**src/rtl/i2c_oled_slave.sv**
```systemverilog
`default_nettype none
// ============================================================================
//  Module      : i2c_oled_slave
//  Description : I2C target modelling an SSD1306-style OLED controller.
//                Oversamples SCL/SDA, detects START/STOP, ACKs its address,
//                parses control bytes (Co, D/C#) and strobes out each
//                command/data byte. Reads are answered with status_byte.
//  Revision    : 1.0 - initial release
// ============================================================================
module i2c_oled_slave #(
  parameter logic [6:0] SLAVE_ADDR = 7'h3C
) (
  input  logic       CLK,
  input  logic       RST,
  input  logic       scl_in,
  input  logic       sda_in,
  output logic       sda_oe,
  input  logic [7:0] status_byte,
  output logic [7:0] rx_byte,
  output logic       rx_is_data,
  output logic       rx_valid,
  output logic       busy
);

  typedef enum logic [2:0] {
    S_IDLE   = 3'd0,
    S_ADDR   = 3'd1,
    S_CTRL   = 3'd2,
    S_BYTE   = 3'd3,
    S_RD     = 3'd4,
    S_IGNORE = 3'd5
  } state_t;

  state_t      r_state;
  state_t      w_next;
  logic        r_scl_s1, r_scl_s2, r_scl_d;
  logic        r_sda_s1, r_sda_s2, r_sda_d;
  logic [3:0]  r_bit_cnt;   // 0..7 data bits, 8 = waiting for ACK clock, 9 = in ACK clock
  logic [6:0]  r_sr;
  logic        r_rw, r_co, r_dc;
  logic        r_sda_oe;
  logic [7:0]  r_rx_byte;
  logic        r_rx_is_data, r_rx_valid;
  logic        w_scl_rise, w_scl_fall, w_sda_rise, w_sda_fall;
  logic        w_start, w_stop;
  logic [7:0]  w_shift;

  assign w_scl_rise = r_scl_s2 & ~r_scl_d;
  assign w_scl_fall = ~r_scl_s2 & r_scl_d;
  assign w_sda_rise = r_sda_s2 & ~r_sda_d;
  assign w_sda_fall = ~r_sda_s2 & r_sda_d;
  // SCL must be stable high on both sides of the SDA edge for a bus condition
  assign w_start    = w_sda_fall & r_scl_s2 & r_scl_d;
  assign w_stop     = w_sda_rise & r_scl_s2 & r_scl_d;
  assign w_shift    = {r_sr, r_sda_s2};

  assign sda_oe     = r_sda_oe;
  assign rx_byte    = r_rx_byte;
  assign rx_is_data = r_rx_is_data;
  assign rx_valid   = r_rx_valid;
  // Once the address matched (ADDR only reaches its ACK slot on a match) we are busy
  assign busy = (r_state == S_CTRL) || (r_state == S_BYTE) || (r_state == S_RD) ||
                ((r_state == S_ADDR) && (r_bit_cnt >= 4'd8));

  // Two-flop synchronisers plus one delay stage for edge detection; idle bus is high
  always_ff @(posedge CLK) begin
    if (RST) begin
      {r_scl_s1, r_scl_s2, r_scl_d} <= 3'b111;
      {r_sda_s1, r_sda_s2, r_sda_d} <= 3'b111;
    end else begin
      r_scl_s1 <= scl_in;
      r_scl_s2 <= r_scl_s1;
      r_scl_d  <= r_scl_s2;
      r_sda_s1 <= sda_in;
      r_sda_s2 <= r_sda_s1;
      r_sda_d  <= r_sda_s2;
    end
  end

  // State register
  always_ff @(posedge CLK) begin
    if (RST) r_state <= S_IDLE;
    else     r_state <= w_next;
  end

  // Next-state logic: bus conditions override everything, otherwise advance at byte ends
  always_comb begin
    w_next = r_state;
    if (w_start) begin
      w_next = S_ADDR;
    end else if (w_stop) begin
      w_next = S_IDLE;
    end else begin
      case (r_state)
        S_ADDR: begin
          if (w_scl_rise && (r_bit_cnt == 4'd7) && (w_shift[7:1] != SLAVE_ADDR))
            w_next = S_IGNORE;
          else if (w_scl_fall && (r_bit_cnt == 4'd9))
            w_next = r_rw ? S_RD : S_CTRL;
        end
        S_CTRL: if (w_scl_fall && (r_bit_cnt == 4'd9)) w_next = S_BYTE;
        S_BYTE: if (w_scl_fall && (r_bit_cnt == 4'd9)) w_next = r_co ? S_CTRL : S_BYTE;
        // Master NACK (SDA high) on the 9th rise ends the read
        S_RD:   if (w_scl_rise && (r_bit_cnt == 4'd8) && r_sda_s2) w_next = S_IGNORE;
        default: w_next = r_state;
      endcase
    end
  end

  // Bit counter, shift register, ACK/read drive and received-byte strobe
  always_ff @(posedge CLK) begin
    if (RST) begin
      r_bit_cnt    <= 4'd0;
      r_sr         <= 7'd0;
      r_rw         <= 1'b0;
      r_co         <= 1'b0;
      r_dc         <= 1'b0;
      r_sda_oe     <= 1'b0;
      r_rx_byte    <= 8'h00;
      r_rx_is_data <= 1'b0;
      r_rx_valid   <= 1'b0;
    end else begin
      r_rx_valid <= 1'b0;
      if (w_start || w_stop) begin
        r_bit_cnt <= 4'd0;
        r_sda_oe  <= 1'b0;
      end else begin
        case (r_state)
          S_ADDR, S_CTRL, S_BYTE: begin
            if (w_scl_rise) begin
              if (r_bit_cnt < 4'd8) begin
                r_sr      <= w_shift[6:0];
                r_bit_cnt <= r_bit_cnt + 4'd1;
                if (r_bit_cnt == 4'd7) begin
                  if (r_state == S_ADDR) r_rw <= r_sda_s2;
                  if (r_state == S_CTRL) begin
                    r_co <= w_shift[7];
                    r_dc <= w_shift[6];
                  end
                  if (r_state == S_BYTE) begin
                    r_rx_byte    <= w_shift;
                    r_rx_is_data <= r_dc;
                    r_rx_valid   <= 1'b1;
                  end
                end
              end else if (r_bit_cnt == 4'd8) begin
                r_bit_cnt <= 4'd9;
              end
            end
            if (w_scl_fall) begin
              if (r_bit_cnt == 4'd8) begin
                r_sda_oe <= 1'b1;                 // ACK slot
              end else if (r_bit_cnt == 4'd9) begin
                r_bit_cnt <= 4'd0;
                if ((r_state == S_ADDR) && r_rw) begin
                  // Entering a read: first status bit goes out right away
                  r_sr     <= status_byte[6:0];
                  r_sda_oe <= ~status_byte[7];
                end else begin
                  r_sda_oe <= 1'b0;
                end
              end
            end
          end
          S_RD: begin
            if (w_scl_rise && (r_bit_cnt < 4'd9)) r_bit_cnt <= r_bit_cnt + 4'd1;
            if (w_scl_fall) begin
              if (r_bit_cnt == 4'd8) begin
                r_sda_oe <= 1'b0;                 // release for master ACK
              end else if (r_bit_cnt == 4'd9) begin
                r_sr      <= status_byte[6:0];
                r_sda_oe  <= ~status_byte[7];
                r_bit_cnt <= 4'd0;
              end else if (r_bit_cnt != 4'd0) begin
                r_sda_oe <= ~r_sr[6];
                r_sr     <= {r_sr[5:0], 1'b0};
              end
            end
          end
          default: begin
            r_sda_oe  <= 1'b0;
            r_bit_cnt <= 4'd0;
          end
        endcase
      end
    end
  end

endmodule
`default_nettype wire

```
**config.mk**
```make
export PLATFORM = sky130hd
export DESIGN_NAME = i2c_oled_slave
export DESIGN_NICKNAME = d
export VERILOG_FILES = /design/src/rtl/i2c_oled_slave.sv
export SDC_FILE = /design/constraint.sdc
export NUM_CORES = 1
export LEC_CHECK = 0
export ABC_AREA = 1
export CORE_ASPECT_RATIO = 1.2
export CORE_UTILIZATION = 27
export CTS_BUF_LIST = sky130_fd_sc_hd__clkbuf_8 sky130_fd_sc_hd__clkbuf_16
export DETAILED_ROUTE_END_ITERATION = 16
export PLACE_DENSITY_LB_ADDON = 0.12
export SETUP_SLACK_MARGIN = 0.15
export SLEW_MARGIN = 20
export SYNTH_ARGS = -nofsm -noshare
export SYNTH_HDL_FRONTEND = slang
export SYNTH_SLANG_ARGS = --single-unit
export TNS_END_PERCENT = 5
```
**constraint.sdc**
```tcl
create_clock -name CLK -period 2.55 [get_ports CLK]
set_clock_uncertainty 0.2 [all_clocks]
set_input_delay 0.255 -clock CLK [delete_from_list [all_inputs] [get_ports CLK]]
set_output_delay 0.255 -clock CLK [all_outputs]
set_load 0.05 [all_outputs]
```
==> results of run 1 <==
-- flip-flops by register name, indices dropped and copies added, names as in the netlist --
register and cells:
rx_byte 8, r_sr 7, r_bit_cnt 4, r_state 3, r_co 1, r_dc 1
r_rw 1, r_scl_d 1, r_scl_s1 1, r_scl_s2 1, r_sda_d 1, r_sda_s1 1
r_sda_s2 1, rx_is_data 1, rx_valid 1, sda_oe 1
-- per-layer routing --
metal  track usage [%]  wire length [um]  up-vias
li1                  -                 -     1046
met1              19.4              2630      845
met2              23.2              2550       26
met3              3.27               152        6
met4              6.48                68        0
met5                 0                 0        -
-- stage by stage --
step / cell area, um^2 / utilization (%) / total power [uW] / hold slack (ns) / cells
floorplan: 2060 / - / 590 / 0.159 / 313
global placement: 2350 / 32.1 / 622 / 0.196 / 419
detailed placement: 2350 / 32.1 / 622 / 0.194 / 419
CTS: 2440 / 33.4 / 1060 / 0.211 / 427
global route: 2440 / 33.4 / 1080 / 0.228 / 427
finish: 2440 / 33.4 / 1030 / 0.209 / 427
-- kinds of logic after synthesis --
group | synth area share (%)
compound gates | 19.0
xor+xnor | 0.425
fa+ha+maj | 3.03
buf+inv | 12.3
flops | 33.0
simple gates | 32.2
-- worst paths after layout --
| path | to | depth (start not counted) | start | slack [ns] |
|---|---|---|---|---|
| hold / removal | r_scl_s2 | 1 | r_scl_s1 | 0.21 |
| hold reg to reg | r_scl_s2 | 1 | r_scl_s1 | 0.21 |
| setup / recovery | busy | 5 | r_state[1] | 0.41 |
| setup reg to reg | r_sr[5] | 10 | r_bit_cnt[0] | 0.52 |
-- what timing repair did --
item | 4_1_cts | 5_1_grt
endpoints found under the setup margin | 1 | 0
endpoints found under the hold margin | 0 | 0
gates resized for setup | 1 | 0
-- report_power, final --
| part | switching (uW) | internal, uW | leakage, uW | total, uW |
|---|---|---|---|---|
| combinational | 38.5 | 29.3 | 0.000845 | 67.8 |
| clock | 206 | 214 | 0.0000524 | 420 |
| sequential | 4.49 | 536 | 0.000275 | 541 |
| total | 249 | 780 | 0.00117 | 1030 |
-- final cells by class --
type / count / share of cell area (%)
tap: 90 / 4.61
clock buffer: 6 / 3.38
timing repair buffer: 24 / 9.69
multi-input combinational: 221 / 46.2
sequential: 34 / 27.9
inverter: 50 / 7.89
clock inverter: 2 / 0.359
-- worst register-to-register path: cells and delay by family, from the launching register on --
| family | cells | cell delay [ns] |
|---|---|---|
| AND/OR/NAND/NOR | 5 | 0.67 |
| adder cells (fa/ha/maj) | 1 | 0.26 |
| AO/OA/AOI/OAI | 1 | 0.15 |
| flip-flops | 1 | 0.42 |
| buffers and inverters | 3 | 0.22 |
-- cell usage in the layout (no fill, tap or decap) --
master,count
nand2_1,74
inv_1,44
a21oi_1,34
dfxtp_1,34
o21ai_0,31
nor2_1,25
clkdlybuf4s50_1,22
nand3_1,17
clkbuf_8,6
inv_2,5
or2_2,5
ha_1,5
nand2_2,4
nor2_2,3
nand3_2,3
nor3_1,3
o211ai_1,3
nand2_4,2
inv_4,2
o21ai_2,2
nand4_1,2
o21ai_1,2
nand4_4,1
nor2_8,1
xnor2_1,1
nor2_4,1
a22oi_1,1
a311oi_1,1
clkinv_2,1
dlygate4sd2_1,1
buf_4,1
==> reports/results.env, run 1 <==
OUTCOME='finished, final reports clean'
SYNTH_AREA_LEADERS='dfxtp_1, nand2_1, a21oi_1'
PLACEMENTROWS=34
STATIC-LEAKAGE-POWER_uW=0.00117
SYNTHESIS.NETS=330
ANTENNA_VIOLATING_NETS_POST_ROUTE=0
DRIVE_ABOVE_1_SHARE_PCT=11.0
SETUP_VIOLATIONS=0
FLOORPLAN_DIE_AREA_UM2=7990
YOSYS_WARNINGS=0
WORST_SETUP_START_KIND='register'
MAXCLOCKFREQUENCY_GHz=0.468
SYNTH_MOST_COMMON_CELL='nand2_1'
CP_CELL_SEQUENCE='inv_1 -> nor2_1 -> a21oi_1 -> o21ai_0 -> dlygate4sd2_1'
SEQUENTIAL_CELL_AREA_UM2=681
GRT_USAGE_PCT=14.9
CLOCK-ROOT-BUFFER='clkbuf_8'
LARGEST_VDD_SUPPLY_DROP_uV=291
POST_SYNTH_EDFFS=0
SYNTH.DISTINCT_CELLS=30
CRIT_PATH_MAX_INCR_DELAY_NS=0.54
GRT_PASS1_WL_MM=9.10
N_ANTENNA_CELL=0
CLOCK_TREE.HTREE_LEVEL_COUNT=2
SYNTH-MAIN-FF-CELL='dfxtp_1'
POWER.DENSITY_nW_PER_UM2=422
CRIT_PATH_MAX_FANOUT=4
CLOCK_LATENCY_NS=0.29
HOLDBUFCOUNTCTS=0
CRITICAL_PATH_CLASS='register to output pin'
BOUNDARYPINS=24
FIRST_GLOBAL_VIAS=1858
PLACE_CONGESTION=0.793
WIRE_PER_INST_UM=12.6
CP_TOP_FAMILY='buffers and inverters'
POST-DP-HPWL_MM=3.88
ROUTED_WIRELENGTH_MM=5.40
ASYNCSETRESETFLOPFRACSYNTH_PCT=0
MAX_SLEW.WORST_PIN.SLEW_NS=0.550
FFS_LATCHES_SYNTH=34
TOTAL_CTS_BUFFERS=5
ROUTE.DETAILED.DRC=0
TRITONCTS='done'
CP.BUFFERS_INVERTERS=2
CAP_VIOLATIONS=0
TIMING.HOLD.WORST.CLASS='register to register'
SYNTH_COMMON_CELLS='nand2_1, inv_1, a21oi_1, dfxtp_1, o21ai_0'
PORT-BUFFER-COUNT=23
WORST_PATH_SLOWEST_CELL='dlygate4sd2_1'
SYN_INST=313
GRT_SETUP_UNREPAIRED='no'
GLOBALROUTEOVERFLOWTOTAL=0
MULTI_INPUT_COMB_AREA_UM2=1130
SYNTHTOLAYOUTAREAGROWTH_PCT=18.4
FP.DIEH_UM=97.7
POST-SYNTH-TOP-AREA-FRACTION_PCT=33.0
SETUP_TNS_NS=0
INITIAL_CORE_UTIL_PCT=28.2
ENDPOINT_KIND_OF_THE_WORST_SETUP_TIMING_PATH='output pin'
SYNTH_SEQUENTIAL_AREA_RATIO_PCT=33.0
FILL_CELLS=804
CTS_SETUP_BUFFERS=0
ENDPOINT_REQUIRED_TIME_ON_THE_CRITICAL_PATH_NS=2.10
PLACEMENT.SETUP.WORST_SLACK_NS=0.457
MAX-CLOCK-PATH-BUFFERS=2
MAXSLEWHEADROOM_PCT=63.4
DESIGN.FINAL.NETS=353
DR_TOTAL_VIAS=1923
ANTENNA_VIOLATIONS_BEFORE_REPAIR=0
TIMING.FINAL.HOLD_VIOLATIONS=0
CLK_TRANSITION_REPORTED_PATHS_NS=0.08
SYNTH.LARGEST_AREA_CELL='dfxtp_1'
TIMING.FINAL.WS_SETUP_NS=0.414
CORE_REGION_AREA_UM2=7320
FINAL_CRITICAL_PATH_TIME_INCLUDING_I_O_DELAYS_AND_SETUP_NS=2.14
DETAILEDROUTE.FIRSTITERATIONVIOLATIONS=103
COUNT_OF_FINAL_MAX_SLEW_CHECK_FAILURES=0
WORST_PATH_ARRIVAL_NS=1.68
GRT_MAX_DEGREE=19
CLOCK_SINK_COUNT=34
SYN_AREA_PER_CELL_UM2=6.59
VIASPERCELL=4.50
FIRSTDRTPASSITERS=4
SYN_AREA_UM2=2060
LAYOUT_WORST_PATH_CYCLE_SHARE_PCT=83.8
DIE_X_UM=81.8
Note: power is estimated with default switching activity, not from simulation.
==> run 2: changes to the inputs <==
- clock period: 2.55 -> 2.19 ns (I/O delays scaled with it)
==> run 2 against run 1 <==
Effect of this change:
- critical path depth shrank 4
- die area is the same
- non-clock buffer count grew 2
- global-route usage grew 0.055 points
- first-iteration DRC count shrank 21%
- design area grew 5.6%
- final cell count grew 0.94%
- flip-flop and latch count is the same
- sequential share of layout area shrank 1.4 points
- via count grew 3.3%
- register-to-register slack lost 0.18 ns
- combinational power grew 20%
- critical path type unchanged
- largest cell class unchanged
==> reports/results.env, run 2 (synthesized netlist as in run 1, its figures left out) <==
OUTCOME='finished, final reports clean'
TIMING.HOLD.WORST.CLASS='register to register'
FIRST_GLOBAL_VIAS=1792  # -3.6%
FINAL_CRITICAL_PATH_TIME_INCLUDING_I_O_DELAYS_AND_SETUP_NS=1.86
COUNT_OF_FINAL_MAX_SLEW_CHECK_FAILURES=0  # unchanged
WORST_PATH_ARRIVAL_NS=1.44  # -0.24 ns
HOLD_PATH_DEPTH=1  # unchanged
CP.BUFFERS_INVERTERS=1  # -1
GLOBALROUTEOVERFLOWTOTAL=0  # unchanged
CP_TOP_FAMILY='buffers and inverters'
PLACEMENTROWS=34  # unchanged
FILL_CELLS=827  # +2.9%
SYNTHTOLAYOUTAREAGROWTH_PCT=25.1
ANTENNA_VIOLATIONS_BEFORE_REPAIR=0  # unchanged
MAX_SLEW.WORST_PIN.SLEW_NS=0.559  # +0.00928 ns
STATIC-LEAKAGE-POWER_uW=0.00121  # +2.9%
WORST_SETUP_START_KIND='register'
MAXSLEWHEADROOM_PCT=62.7  # -0.62 points
WORST_PATH_SLOWEST_CELL='clkdlybuf4s50_1'
DR_TOTAL_VIAS=1986  # +3.3%
PORT-BUFFER-COUNT=23  # unchanged
GRT_SETUP_UNREPAIRED='no'
MAXCLOCKFREQUENCY_GHz=0.537
GLOBALROUTEMET1UTIL_PCT=19.4  # about the same
GRT_PASS1_WL_MM=9.02  # -0.91%
DIE_X_UM=81.8  # unchanged
FLOORPLAN_DIE_AREA_UM2=7990  # unchanged
MULTI_INPUT_COMB_AREA_UM2=1190  # +5.2%
FINAL_DESIGN_AREA_NO_FILL_UM2=2580  # +5.6%
SETUP_TNS_NS=0  # unchanged
CRITICAL_PATH_CLASS='register to output pin'
LARGEST_REGISTER_FF_COUNT=8  # unchanged
PLACE_CONGESTION=0.787  # -0.78%
VIASPERCELL=4.61  # +2.3%
GRT.MET2_USAGE_PCT=24.7  # +1.5 points
FINISH.CELL_COUNT_WITHOUT_FILLERS=431  # +0.94%
TOTAL_POWER_uW=1460  # +42%
GRT-BUSIEST-LAYER='met2'
FIRSTDRTPASSITERS=4  # unchanged
DESIGN.FINAL.NETS=357  # +1.1%
N_ANTENNA_CELL=0  # unchanged
BOUNDARYPINS=24  # unchanged
LAYOUT.CELLS.MOST_COMMON='nand2_1'
POST-DP-HPWL_MM=3.95  # +1.8%
DETAILEDROUTE.FIRSTITERATIONVIOLATIONS=81  # -21%
SETUP_VIOLATIONS=0  # unchanged
ROUTED_WIRELENGTH_MM=5.69  # +5.5%
SEQUENTIAL_CELL_AREA_UM2=683  # +0.37%
ENDPOINT_REQUIRED_TIME_ON_THE_CRITICAL_PATH_NS=1.77  # -0.33 ns
ENDPOINT_KIND_OF_THE_WORST_SETUP_TIMING_PATH='output pin'
CRIT_PATH_MAX_INCR_DELAY_NS=0.81  # +0.27 ns
MAX-CLOCK-PATH-BUFFERS=2  # unchanged
WIRE_PER_INST_UM=13.2  # +4.5%
TOTAL_CTS_BUFFERS=5  # unchanged
SETUP.REG_TO_REG.WORST_SLACK_NS=0.34  # -0.18 ns
LARGEST_VDD_SUPPLY_DROP_uV=271  # -6.8%
CLOCK_SINK_COUNT=34  # unchanged
CRIT_PATH_MAX_FANOUT=2  # -2
POWER.DENSITY_nW_PER_UM2=566  # +34%
FINISH.UTILIZATION_PCT=35.2  # +1.9 points
ANTENNA_VIOLATING_NETS_POST_ROUTE=0  # unchanged
FP.DIEH_UM=97.7  # unchanged
TRITONCTS='done'
WORSTSETUPPATHDEPTH=1  # -4
GRT_USE_MET3_PCT=3.08  # -0.19 points
DRIVE_ABOVE_1_SHARE_PCT=15.0  # +4.0 points
CLOCK-ROOT-BUFFER='clkbuf_8'
CORE_REGION_AREA_UM2=7320  # unchanged
CLOCK_TREE.HTREE_LEVEL_COUNT=2  # unchanged
CP_CELL_SEQUENCE='clkdlybuf4s50_1'
CAP_VIOLATIONS=0  # unchanged
LAYOUT.CELLS.MOST_COMMON_LIST='nand2_1, inv_1, a21oi_1'
INITIAL_CORE_UTIL_PCT=28.2  # unchanged
ROUTE.DETAILED.DRC=0  # unchanged
CLK_TRANSITION_REPORTED_PATHS_NS=0.08  # about the same
DPL-INSTANCE-AREA_UM2=2360  # +0.53%
REG2REG_DEPTH=10  # unchanged
GRT_USAGE_PCT=15.0  # +0.055 points
LAYOUT_WORST_PATH_CYCLE_SHARE_PCT=85.0
PLACED_INSTS=421  # +0.48%
TIMING.FINAL.HOLD_VIOLATIONS=0  # unchanged
GRT_MAX_DEGREE=17  # -2
CLOCK_LATENCY_NS=0.29  # about the same
CTS_SETUP_BUFFERS=0  # unchanged
-- run 2: power by group --
part | internal, uW | switching (uW)
sequential | 624 | 5.02
clock | 486 | 264
combinational | 34.5 | 47.0
total | 1140 | 316
-- run 2: through the flow --
step / hold WS [ns] / setup slack, ns
5_1_grt: 0.231 / 0.161
6_report: 0.210 / 0.329
3_5_place_dp: 0.193 / 0.200
3_3_place_gp: 0.191 / 0.264
4_1_cts: 0.212 / 0.191
2_1_floorplan: 0.123 / 0.389
-- run 2: per-layer routing --
metal	vias up	part of all wire, %
met3	4	3.4
met4	0	0.83
li1	1058	-
met2	32	49
met5	-	0
met1	892	47
-- run 2: path summary, 6_finish.rpt --
check	end	startpoint
setup / recovery	rx_byte[1]	rx_byte[1]
hold / removal	r_scl_s2	r_scl_s1
setup reg to reg	r_sr[4]	r_bit_cnt[0]
hold reg to reg	r_scl_s2	r_scl_s1
-- run 2: repair_timing --
action,in CTS,in global routing
hold buffers,0,0
setup endpoints to repair,0,12
gates resized for setup,0,14
-- run 2: area by class of cell --
class,count,share of cell area (%)
multi-input combinational,222,46.0
timing repair inverter,1,0.291
timing repair buffer,26,9.70
sequential,34,26.5
tap,90,4.37
inverter,50,7.62
clock inverter,2,2.33
clock buffer,6,3.20
==> run 3: changes to the inputs <==
- clock period: 2.19 -> 1.7 ns (I/O delays scaled with it)
==> run 3 against run 2 <==
Effect of this change:
- the run now ends with setup timing left
- clock power is 25% higher
- total power is 29% higher
- via count is 5.6% higher
- sequential power is 29% higher
- hold slack worse by 0.00085 ns
- global-route usage is 1.4 points higher
- largest cell class unchanged
- highest routed layer unchanged
==> reports/results.env, run 3 (synthesized netlist as in run 1, its figures left out) <==
STATIC-LEAKAGE-POWER_uW=0.00140  # +16%
MAXSLEWHEADROOM_PCT=77.8  # +15 points
TOTAL_CTS_BUFFERS=5  # unchanged
CP_CELL_SEQUENCE='inv_4 -> ha_4 -> nand3_2 -> inv_2 -> o21ai_4 -> nand4_4 -> nor2_1 -> nand2_1 -> nand2_1 -> inv_1'
GLOBALROUTEOVERFLOWTOTAL=0  # unchanged
GRT_USAGE_PCT=16.4  # +1.4 points
FLOORPLAN_DIE_AREA_UM2=7990  # unchanged
CAP_VIOLATIONS=0  # unchanged
SETUP_VIOLATIONS=7  # +7
CLK_TRANSITION_REPORTED_PATHS_NS=0.09  # about the same
VIASPERCELL=4.55  # -1.3%
ROUTED_WIRELENGTH_MM=5.85  # +2.8%
FILL_CELLS=777  # -6.0%
MAXCLOCKFREQUENCY_GHz=0.580
TRITONCTS='done'
WIRE_PER_INST_UM=12.7  # -3.9%
CRITPATHMOSTFREQUENTCELL='nand2_1'
PLACE_CONGESTION=0.860  # +9.3%
SETUP_TNS_NS=-0.0440  # -0.0440 ns
VIOLATED_CHECKS='setup timing'
CRIT_PATH_MAX_INCR_DELAY_NS=0.40  # -0.41 ns
CRITICAL_PATH_CLASS='register to register'
MAX_SLEW.WORST_PIN.SLEW_NS=0.330  # -0.229 ns
TIMING.HOLD.WORST.CLASS='register to register'
PLACEMENT.SETUP.WORST_SLACK_NS=-0.0648  # -0.265 ns
POWER.DENSITY_nW_PER_UM2=648  # +14%
WORST_PATH_SLOWEST_CELL='dfxtp_4'
ROUTE.DETAILED.DRC=0  # unchanged
ENDPOINT_KIND_OF_THE_WORST_SETUP_TIMING_PATH='register'
LAYOUT.CELLS.MOST_COMMON='nand2_1'
CLOCK_SINK_COUNT=34  # unchanged
GRT_PASS1_WL_MM=9.96  # +10%
LAYOUT_WORST_PATH_CYCLE_SHARE_PCT=101
PLACEMENTROWS=34  # unchanged
TIMING.FINAL.WS_SETUP_NS=-0.0238  # -0.353 ns
CLOCK_LATENCY_NS=0.29  # about the same
GRT_MAX_DEGREE=18  # +1
FIRST_GLOBAL_VIAS=2050  # +14%
DIE_X_UM=81.8  # unchanged
WORST_SETUP_START_KIND='register'
CP.BUFFERS_INVERTERS=3  # +2
REG2REG_DEPTH=10  # unchanged
ENDPOINT_OF_THE_MOST_CRITICAL_REGISTER_TO_REGISTER_PATH='r_sr[3]'
LAYOUT.CELLS.MOST_COMMON_LIST='nand2_1, buf_4, inv_1'
PLACED_INSTS=451  # +7.1%
ANTENNA_VIOLATIONS_BEFORE_REPAIR=0  # unchanged
TIMING.FINAL.HOLD_VIOLATIONS=0  # unchanged
FINISH.CELL_COUNT_WITHOUT_FILLERS=461  # +7.0%
BOUNDARYPINS=24  # unchanged
LARGEST_REGISTER_FF_COUNT=8  # unchanged
WORST_PATH_ARRIVAL_NS=1.73  # +0.29 ns
TOTAL_POWER_uW=1880  # +29%
CRIT-REG2REG-LAUNCH='r_bit_cnt[0]'
HP-START='r_scl_s1'
DETAILEDROUTE.FIRSTITERATIONVIOLATIONS=103  # +27%
LARGEST_VDD_SUPPLY_DROP_uV=349  # +29%
CLOCK_TREE.HTREE_LEVEL_COUNT=2  # unchanged
FINAL_CRITICAL_PATH_TIME_INCLUDING_I_O_DELAYS_AND_SETUP_NS=1.72
SETUP.REG_TO_REG.WORST_SLACK_NS=-0.02  # -0.36 ns
INITIAL_CORE_UTIL_PCT=28.2  # unchanged
CLOCK-ROOT-BUFFER='clkbuf_8'
HOLDBUFCOUNTCTS=0  # unchanged
ANTENNA_VIOLATING_NETS_POST_ROUTE=0  # unchanged
CRIT_PATH_MAX_FANOUT=7  # +5
N_ANTENNA_CELL=0  # unchanged
MAX-CLOCK-PATH-BUFFERS=2  # unchanged
POST-DP-HPWL_MM=4.31  # +9.3%
GRT_SETUP_UNREPAIRED='yes'
FIRSTDRTPASSITERS=4  # unchanged
CORE_REGION_AREA_UM2=7320  # unchanged
HOLD_PATH_DEPTH=1  # unchanged
ENDPOINT_REQUIRED_TIME_ON_THE_CRITICAL_PATH_NS=1.70  # -0.07 ns
HOLDPATHEND='r_scl_s2'
OUTCOME='finished with violations'
CP_TOP_FAMILY='simple AND/OR/NAND/NOR gates'
DR_TOTAL_VIAS=2097  # +5.6%
DESIGN.FINAL.NETS=387  # +8.4%
COUNT_OF_FINAL_MAX_SLEW_CHECK_FAILURES=0  # unchanged
PORT-BUFFER-COUNT=23  # unchanged
FP.DIEH_UM=97.7  # unchanged
SYNTHTOLAYOUTAREAGROWTH_PCT=40.5
DRIVE_ABOVE_1_SHARE_PCT=29.6  # +15 points
-- run 3: cell types whose count changed in the layout (fill, tap and decap cells not counted), sizes merged --
cell,change
buf,+42
clkdlybuf4s50,-11
clkinv,+1
clkinvlp,-2
clkbuf,-1
inv,+1
-- run 3: what timing repair did --
| action | in CTS | in global routing |
|---|---|---|
| setup buffers | 1 | 0 |
| gates cloned | 1 | 0 |
| resized for setup | 24 | 14 |
| setup endpoints to repair | 28 | 29 |
| pin swaps | 9 | 6 |
-- run 3: worst max-delay path by stage --
stage                            start         end  slack [ns]  depth (start not counted)
after CTS                 r_bit_cnt[0]     r_sr[3]       -0.03                         10
after global placement    r_bit_cnt[0]  r_state[0]       -0.08                          9
after floorplan           r_bit_cnt[0]     r_sr[2]        0.04                         11
final                     r_bit_cnt[0]     r_sr[3]       -0.02                         10
after detailed placement  r_bit_cnt[0]     r_sr[3]       -0.06                         10
after global routing      r_bit_cnt[0]  rx_byte[3]       -0.13                          8
-- run 3: power by group --
group	switching (uW)	leakage [uW]	internal, uW
registers	6.01	0.000278	803
logic	66.6	0.00105	60.5
clock network	352	0.0000683	588
total	425	0.00140	1450
-- run 3: area by class of cell --
| class | instances | area, um^2 | area share, % |
|---|---|---|---|
| Clock buffer | 5 | 68.8 | 2.38 |
| Sequential cell | 34 | 692 | 23.9 |
| Multi-Input combinational cell | 222 | 1260 | 43.6 |
| Timing Repair Buffer | 57 | 493 | 17.0 |
| Clock inverter | 3 | 68.8 | 2.38 |
| Inverter | 50 | 198 | 6.83 |
| Tap cell | 90 | 113 | 3.89 |
-- run 3: metal layers --
metal | track usage [%] | vias to the layer above | wire length, um
li1 | - | 1121 | -
met2 | 26.6 | 46 | 2850
met5 | 0 | - | 0
met1 | 20.7 | 920 | 2620
met3 | 3.18 | 10 | 255
met4 | 7.02 | 0 | 127
-- run 3: through the flow --
stage               area (um^2)  hold slack (ns)  utilization [%]
global route               2900            0.235             39.6
CTS                        2870            0.218             39.2
detailed placement         2610            0.196             35.7
finish                     2900            0.210             39.6
global placement           2610            0.193             35.7
floorplan                  2080           0.0738                -
